[config.mk]
export PLATFORM = sky130hd
export DESIGN_NAME = mario_jump_ctrl
export DESIGN_NICKNAME = d
export VERILOG_FILES = /design/src/rtl/jump_pkg.sv /design/src/rtl/tick_edge_det.sv /design/src/rtl/mario_jump_ctrl.sv
export SDC_FILE = /design/constraint.sdc
export NUM_CORES = 1
export LEC_CHECK = 0
export ABC_AREA = 1
export CAP_MARGIN = 0
export CORE_ASPECT_RATIO = 0.7
export CORE_MARGIN = 2
export CORE_UTILIZATION = 50
export DETAILED_ROUTE_END_ITERATION = 8
export PLACE_DENSITY = 0.76
export RECOVER_POWER = 50
export SLEW_MARGIN = 30
export SYNTH_ARGS = -nofsm -noshare
export SYNTH_HDL_FRONTEND = slang
export SYNTH_SLANG_ARGS = --single-unit
[constraint.sdc]
create_clock -name clk -period 1.4 [get_ports clk]
set_input_delay 0.28 -clock clk [delete_from_list [all_inputs] [get_ports clk]]
set_output_delay 0.28 -clock clk [all_outputs]
set_load 0.03 [all_outputs]
[src/rtl/jump_pkg.sv]
// jump_pkg
//   Shared definitions for the player jump controller: state encoding
//   (also driven out on the state port) and default tuning constants.
//   Optional feature macro used by mario_jump_ctrl: MARIO_DOUBLE_JUMP_EN.
package jump_pkg;

    typedef enum logic [2:0] {
        IDLE   = 3'd0,
        CHARGE = 3'd1,
        RISE   = 3'd2,
        FALL   = 3'd3
    } jump_state_e;

    localparam int unsigned CNT_W_DEF    = 7;
    localparam int unsigned HOLD_MAX_DEF = 120;
    localparam int unsigned MIN_JUMP_DEF = 4;

endpackage

[src/rtl/tick_edge_det.sv]
// tick_edge_det
//   Rising-edge detector for a button that is only looked at on frame ticks.
//   The previous button level is captured on every tick, so a press is a
//   button that is high now but was low at the last tick.
// Ports:
//   clk      - system clock
//   rst      - asynchronous active-high reset
//   tick_i   - one-clk frame enable
//   btn_i    - debounced button, synchronous to clk
//   press_o  - btn_i & ~btn_prev (only meaningful while tick_i is high)
module tick_edge_det (
    input  logic clk,
    input  logic rst,
    input  logic tick_i,
    input  logic btn_i,
    output logic press_o
);

    logic btn_prev_q;

    always_ff @(posedge clk or posedge rst) begin
        if (rst) begin
            btn_prev_q <= 1'b0;
        end else if (tick_i) begin
            btn_prev_q <= btn_i;
        end
    end

    assign press_o = btn_i & ~btn_prev_q;

endmodule

[src/rtl/mario_jump_ctrl.sv]
// mario_jump_ctrl
//   Variable-height jump controller. Holding the up button charges a jump,
//   releasing it launches a rise of max(charge, MIN_JUMP) frames followed by
//   a fall of equal length. A ceiling bonk during the rise cuts straight to
//   the fall. Everything advances only on frame ticks.
//   Optional feature: define MARIO_DOUBLE_JUMP_EN to allow one uncharged
//   mid-air jump (rise of max(HOLD_MAX/2, MIN_JUMP) frames) per landing.
// Ports:
//   clk, rst        - system clock, asynchronous active-high reset
//   frame_tick_i    - one-clk enable per frame
//   up_btn_i        - debounced up button
//   bonk_i          - head hit a ceiling (used in RISE only)
//   state_o         - current state (jump_pkg encoding)
//   y_offset_o      - height above ground in pixels
//   charge_lvl_o    - current or last captured hold count
//   airborne_o      - in RISE or FALL
//   rising_o        - in RISE
//   jump_start_o    - one-clk pulse when RISE is entered
//   land_o          - one-clk pulse on FALL -> IDLE
module mario_jump_ctrl
    import jump_pkg::*;
#(
    parameter int unsigned CNT_W    = CNT_W_DEF,
    parameter int unsigned HOLD_MAX = HOLD_MAX_DEF,
    parameter int unsigned MIN_JUMP = MIN_JUMP_DEF
) (
    input  logic             clk,
    input  logic             rst,
    input  logic             frame_tick_i,
    input  logic             up_btn_i,
    input  logic             bonk_i,
    output logic [2:0]       state_o,
    output logic [CNT_W:0]   y_offset_o,
    output logic [CNT_W-1:0] charge_lvl_o,
    output logic             airborne_o,
    output logic             rising_o,
    output logic             jump_start_o,
    output logic             land_o
);

    localparam logic [CNT_W-1:0] HOLD_MAX_C = CNT_W'(HOLD_MAX);
    localparam logic [CNT_W-1:0] MIN_JUMP_C = CNT_W'(MIN_JUMP);
    localparam logic [CNT_W-1:0] CNT_ONE    = CNT_W'(1);
    localparam logic [CNT_W:0]   Y_ONE      = (CNT_W + 1)'(1);
    localparam logic [CNT_W:0]   Y_MAX      = '1;

    jump_state_e      state_q, state_d;
    logic [CNT_W:0]   y_q, y_d;
    logic [CNT_W-1:0] charge_q, charge_d;
    logic [CNT_W-1:0] rise_q, rise_d;
    logic             js_q, js_d;
    logic             land_q, land_d;
    logic             airborne_q, rising_q;
    logic             press;

`ifdef MARIO_DOUBLE_JUMP_EN
    localparam logic [CNT_W-1:0] DJ_RISE_C =
        ((HOLD_MAX / 2) > MIN_JUMP) ? CNT_W'(HOLD_MAX / 2) : MIN_JUMP_C;
    logic dj_used_q, dj_used_d;
`endif

    tick_edge_det u_up_edge (
        .clk     (clk),
        .rst     (rst),
        .tick_i  (frame_tick_i),
        .btn_i   (up_btn_i),
        .press_o (press)
    );

    always_comb begin
        state_d  = state_q;
        y_d      = y_q;
        charge_d = charge_q;
        rise_d   = rise_q;
        js_d     = 1'b0;
        land_d   = 1'b0;
`ifdef MARIO_DOUBLE_JUMP_EN
        dj_used_d = dj_used_q;
`endif
        if (frame_tick_i) begin
            case (state_q)
                IDLE: begin
                    if (press) begin
                        state_d  = CHARGE;
                        charge_d = CNT_ONE;
                    end
                end
                CHARGE: begin
                    if (up_btn_i) begin
                        if (charge_q < HOLD_MAX_C) begin
                            charge_d = charge_q + 1'b1;
                        end
                    end else begin
                        state_d = RISE;
                        rise_d  = (charge_q < MIN_JUMP_C) ? MIN_JUMP_C : charge_q;
                        js_d    = 1'b1;
                    end
                end
                RISE: begin
                    if (bonk_i) begin
                        state_d = FALL;
                    end else begin
                        if (y_q != Y_MAX) begin
                            y_d = y_q + 1'b1;
                        end
                        rise_d = rise_q - 1'b1;
                        if (rise_q == CNT_ONE) begin
                            state_d = FALL;
                        end
                    end
                end
                FALL: begin
                    // y = 0 here only after a bonk on the very first rise tick
                    if (y_q <= Y_ONE) begin
                        state_d = IDLE;
                        y_d     = '0;
                        land_d  = 1'b1;
                    end else begin
                        y_d = y_q - 1'b1;
                    end
                end
                default: begin
                    state_d = IDLE;
                end
            endcase
`ifdef MARIO_DOUBLE_JUMP_EN
            // The mid-air press wins over bonk, rise/fall stepping and landing
            if ((state_q == RISE || state_q == FALL) && press && !dj_used_q) begin
                state_d   = RISE;
                y_d       = y_q;
                rise_d    = DJ_RISE_C;
                js_d      = 1'b1;
                land_d    = 1'b0;
                dj_used_d = 1'b1;
            end
            if (land_d) begin
                dj_used_d = 1'b0;
            end
`endif
        end
    end

    always_ff @(posedge clk or posedge rst) begin
        if (rst) begin
            state_q    <= IDLE;
            y_q        <= '0;
            charge_q   <= '0;
            rise_q     <= '0;
            js_q       <= 1'b0;
            land_q     <= 1'b0;
            airborne_q <= 1'b0;
            rising_q   <= 1'b0;
        end else begin
            state_q    <= state_d;
            y_q        <= y_d;
            charge_q   <= charge_d;
            rise_q     <= rise_d;
            js_q       <= js_d;
            land_q     <= land_d;
            airborne_q <= (state_d == RISE) || (state_d == FALL);
            rising_q   <= (state_d == RISE);
        end
    end

`ifdef MARIO_DOUBLE_JUMP_EN
    always_ff @(posedge clk or posedge rst) begin
        if (rst) begin
            dj_used_q <= 1'b0;
        end else begin
            dj_used_q <= dj_used_d;
        end
    end
`endif

    assign state_o      = state_q;
    assign y_offset_o   = y_q;
    assign charge_lvl_o = charge_q;
    assign airborne_o   = airborne_q;
    assign rising_o     = rising_q;
    assign jump_start_o = js_q;
    assign land_o       = land_q;

endmodule
Yosys cells after proc, flatten, opt, wreduce, memory -nomap -nowiden. Index checks and enable logic that the tools add are counted.

Register bits: 30.

Add/subtract/negate cells: 4. Order comparisons: 3. Equality and inequality tests: 13. Mux-type cells: 25. Bitwise logic cells: 2. Reduce and logical (&&, ||, !) cells: 8.

Operator list (number): 7-bit 2-to-1 mux (6); 7-bit one-hot mux with 2 select lines (2); 8-bit 2-to-1 mux (3); 3-bit 2-to-1 mux (6); 8-bit one-hot mux with 2 select lines (1); 3-bit by 2-bit == test with 1-bit output (second input constant) (4); 2-bit != test (second input constant) (6); 3-bit one-hot mux with 4 select lines (1); 8-bit by 1-bit adder with 8-bit output (second input constant) (1); 8-bit by 1-bit <= comparator with 1-bit output (second input constant) (1); 8-bit != test (second input constant) (1); 4-bit AND reduction (2); 8-bit by 1-bit subtractor with 8-bit output (second input constant) (1); 7-bit by 1-bit adder with 7-bit output (second input constant) (1); 7-bit by 1-bit == test with 1-bit output (second input constant) (1); 7-bit by 3-bit < comparator with 1-bit output (second input constant) (1); 7-bit < comparator (second input constant) (1); 7-bit by 1-bit subtractor with 7-bit output (second input constant) (1); 1-bit 2-to-1 mux (6); 2-bit nonzero test (3); 5-bit AND reduction (1); 3-bit by 1-bit == test with 1-bit output (second input constant) (1); 3-bit zero test (1); 1-bit bitwise AND (1); 2 further kinds (2).

Longest topological paths before layout.
Depth in word-level cells: 7. Depth in mapped cells: 11. Depth with buffers taken out: 11.

Modules after synthesis. Synthesis repeated with hierarchy kept, for this count alone.

Cell total of the unflattened synthesis: 287. Area, all modules: 1991.9 um^2.

Modules (own cells, without submodules): mario_jump_ctrl (times used 1, cells an instance 279, area an instance 1938.1 um^2, seq. area each 725.7 um^2); tick_edge_det (times used 1, cells an instance 8, area an instance 53.8 um^2, seq. area each 25.0 um^2).

Least setup slack after synthesis. Ideal clock, no wire load.

Path type: reg-to-reg. From: register y_q[0] (netlist: y_offset_o[0]). To: register y_q[5] (netlist: y_offset_o[5]). Library setup time: 0.066 ns. Arrival time: 1.555 ns. Required time: 1.334 ns. Setup slack: -0.220 ns. Stages on the path, launching flop included: 12. Path buffers: 0. Path through: dfrtp_1 -> inv_1 -> ha_1 -> nor2_1 -> nor2_1 -> nand2_2 -> nand2_4 -> nor2_1 -> nand2_1 -> nand2_1 -> nand2_1 -> nand2_1.

Cells in the longest elaborated chain, start to end: 4. Elaborated cells on any way between the ends: 10. Those cells by class: add/sub: 2; order compare: 1; eq/ne: 2; mux: 4; reduce/logical: 1.

Ends and longest elaborated chain: start, declared (RTL line mario_jump_ctrl.sv:48) `logic [CNT_W:0] y_q, y_d;`; start signal, assigned (RTL line mario_jump_ctrl.sv:155) `y_q <= y_d;`; 8-bit by 1-bit adder with 8-bit output (RTL line mario_jump_ctrl.sv:104) `y_d = y_q + 1'b1;`; 8-bit 2-to-1 mux (RTL line mario_jump_ctrl.sv:103) `if (y_q != Y_MAX) begin`; 8-bit 2-to-1 mux (RTL line mario_jump_ctrl.sv:100) `if (bonk_i) begin`; 8-bit one-hot mux with 2 select lines (RTL line mario_jump_ctrl.sv:81) `case (state_q)`.

Parallel ways exist; a longest one is shown, timed or not. The select of a mux whose other input is x is not followed. A chain may end at the register's enable or synchronous reset.

Worst setup path in the final report.
From: register y_q[0] (netlist: y_offset_o[0]). To: register y_q[6] (netlist: y_offset_o[6]).

The elaborated chain is that of the path after synthesis.

==> results.py <==
metrics = {
    "status": {
        "status": "finished, violations left",
        "violations": "setup timing",
    },
    "drt": {
        "drt_wl_total_mm": 6.59,
        "wl_per_cell_um": 15.5,
        "drt_first_pass_iters": 5,
        "drt-met1-wl_mm": 2.87,
        "via_per_inst": 5.58,
        "first_iter_violations": 256,
        "vias": 2364,
        "detail-route-antenna-nets": 0,
        "route.detailed.drc": 0,
        "wl_met2_mm": 2.94,
        "wl_met3_um": 601,
        "highest_layer": "met4",
    },
    "critical_path": {
        "path_class": "reg -> reg",
        "cp.arrival_ns": 1.81,
        "worstSetupStartpointType": "flop",
        "r2r-end": "y_offset_o[6]",
        "reg2reg_from": "y_offset_o[0]",
        "crit_required_ns": 1.62,
        "r2r_slack_ns": -0.19,
        "r2r_cells": 9,
        "path_max_fanout": 6,
        "endpoint": "y_offset_o[6]",
        "startpoint": "y_offset_o[0]",
        "setup.worst_path.end_class": "flop",
    },
    "sta": {
        "worst_slew_pin_slew_ns": 0.730,
        "fmax_mhz": 630,
        "rsz0062_at_grt": "true",
        "drv_slew": 0,
        "finalSetupViolations": 28,
        "slew_headroom_pct": 51.4,
        "setup-tns-final_ns": -2.51,
        "hold_violations": 0,
        "min_period_ns": 1.59,
        "timing.final.ws_setup_ns": -0.186,
        "holdWs_ns": 0.523,
        "finalClockSkew_ns": 0.0120,
        "post-route-period-util_pct": 113,
    },
    "cts": {
        "clock_sinks": 30,
        "cts_tree": "done",
        "clkLatencyLatePin_ns": 0.29,
        "cts_buffers": 5,
        "htreeDepth": 2,
        "path_clk_slew_ns": 0.07,
        "cts_hold_buf": 0,
        "cts.root.buffer_cell": "clkbuf_8",
        "cts_buffer_depth": 2,
    },
    "floorplan": {
        "core-area_um2": 3920,
        "die_h_um": 57.4,
        "die_w_um": 80.2,
        "initial_core_util_pct": 51.8,
        "io_pins": 27,
        "die_area_um2": 4600,
        "fp-row-count": 19,
    },
    "place": {
        "port_buffers": 26,
        "placedCellCount": 396,
        "post-place-ws_ns": -0.233,
        "dp_hpwl_mm": 3.90,
        "placedInstanceArea_um2": 2640,
        "place.gp.congestion": 0.909,
    },
    "synthesis": {
        "synth_area_um2": 2030,
        "syn_nets": 297,
        "avgSynthCellArea_um2": 7.11,
        "ys_seq_elements": 30,
        "synth_common_cells": "nand2_1 (92), inv_1 (33), dfrtp_1 (30), nor2_1 (27), nand3_1 (23)",
        "ys.flop_type": "dfrtp_1",
        "yosysWarnings": 0,
        "synthCells": 286,
        "synth_most_common_cell": "nand2_1",
        "synth_top_area_share_pct": 36.9,
        "netlist_top_cells_area": "dfrtp_1 (37%), nand2_1 (17%), inv_1 (6.1%), nand3_1 (5.7%), nor2_1 (5.0%)",
        "synth_top_area_cell": "dfrtp_1",
        "synth_edf_count": 0,
        "seq_area_frac_synth_pct": 36.9,
        "yosys.cell_types.count": 27,
        "async_flop_share_pct": 100,
    },
    "power": {
        "p_per_area_nw_per_um2": 2300,
        "vdd_ir_drop_max_mv": 1.32,
        "leakagePower_nw": 1.54,
        "power_mw": 7.13,
    },
    "global_route": {
        "grt_use_total_pct": 26.8,
        "grt_max_degree": 31,
        "grt_pass1_vias": 1929,
        "grt_pass1_wl_mm": 9.25,
        "overflow": 0,
        "antenna_found_initial": 0,
    },
    "layout": {
        "nFillCells": 230,
        "antenna_cells": 0,
        "fin_util_pct": 79.1,
        "nets": 382,
        "drive_above_1_share_pct": 43.8,
        "fin_cells": 424,
        "final_area_um2": 3100,
        "area_growth_pct": 52.6,
    },
    "run": {
        "drv_cap": 0,
    },
    "min_path": {
        "hold_path_class": "reg -> reg",
    },
}
[state kept, by name, indices dropped and copies added, names as in the netlist]
register and count:
rising_o 1, jump_start_o 1, u_up_edge.btn_prev_q 1, rise_q 7, y_offset_o 8, airborne_o 1, state_o 3, charge_lvl_o 7
land_o 1
[what timing repair did]
action                                  4_1_cts  5_1_grt
pin swaps                                    14       17
endpoints found under the setup margin       35       32
buffers inserted                             11        7
cloned                                        2        0
gates resized for setup                      58       42
hold endpoints to repair                      0        0
[power breakdown]
group | internal (mW) | switching, mW | total, mW
sequential | 1.18 | 0.413 | 1.59
clock | 0.394 | 0.342 | 0.736
combinational | 2.03 | 2.77 | 4.80
total | 3.60 | 3.53 | 7.13
[worst min path at each step]
stage	from	endpoint	slack, ns	cells past startpoint
6_report	rise_q[5]	rise_q[5]	0.52	2
5_1_grt	rise_q[5]	rise_q[5]	0.55	2
4_1_cts	rst	charge_lvl_o[3]	0.34	3
3_5_place_dp	rise_q[5]	rise_q[5]	0.49	2
3_3_place_gp	rise_q[5]	rise_q[5]	0.48	2
2_1_floorplan	rst	airborne_o	0.37	1
[cell families (layout without fill, tap and decap cells)]
logic type | after synthesis | in the layout | synth area share [%]
buffers and inverters | 42 | 128 | 8.86
AOI/OAI and AO/OA | 33 | 33 | 8.92
DFF | 30 | 30 | 36.9
adders and majority gates | 6 | 6 | 3.69
xor gates and xnor gates | 9 | 9 | 3.88
and+or+nand+nor | 166 | 166 | 37.7
[placed cells by master (no fill, tap or decap), types with 4 or more instances in the layout]
master / Yosys / routed
nand2_1: 92 / 72
nor2_4: 4 / 8
inv_2: 5 / 9
nand2_4: 4 / 8
nand3_2: 1 / 5
buf_4: 2 / 53
dlygate4sd2_1: 0 / 4
clkdlybuf4s15_1: 0 / 5
o21ai_1: 7 / 9
buf_6: 2 / 11
inv_1: 33 / 25
xor2_1: 7 / 7
nand2_2: 3 / 19
nor2_2: 2 / 5
nand3_1: 23 / 18
nor2_1: 27 / 20
o21ai_0: 18 / 8
dfrtp_1: 30 / 21
dfrtp_2: 0 / 9
clkbuf_8: 0 / 6
o21ai_2: 3 / 11
[metal layers]
layer | up-vias | global-route usage [%]
li1 | 1080 | -
met1 | 1093 | 40.6
met2 | 165 | 38.3
met3 | 26 | 6.01
met4 | 0 | 8.23
met5 | - | 0
[critical path: stages, from the launching register on]
cell     delay, ns
dfrtp_2       0.47
buf_6         0.14
ha_4          0.15
nor2_4        0.09
nor2_2        0.04
nand2_2       0.11
nand2_4       0.12
o21ai_1       0.23
nand2_1       0.09
nand2_1       0.06
[area by class of cell]
cell class	instances	area (um2)	share of cell area (%)
Tap cell	52	65.1	2.10
Timing Repair inverter	1	7.51	0.242
Inverter	38	160	5.16
Sequential cell	30	762	24.6
Multi-Input combinational cell	214	1320	42.5
Clock inverter	2	12.5	0.403
Clock buffer	6	82.6	2.66
Timing Repair Buffer	81	694	22.4
Power figures use the tool's default switching activity.
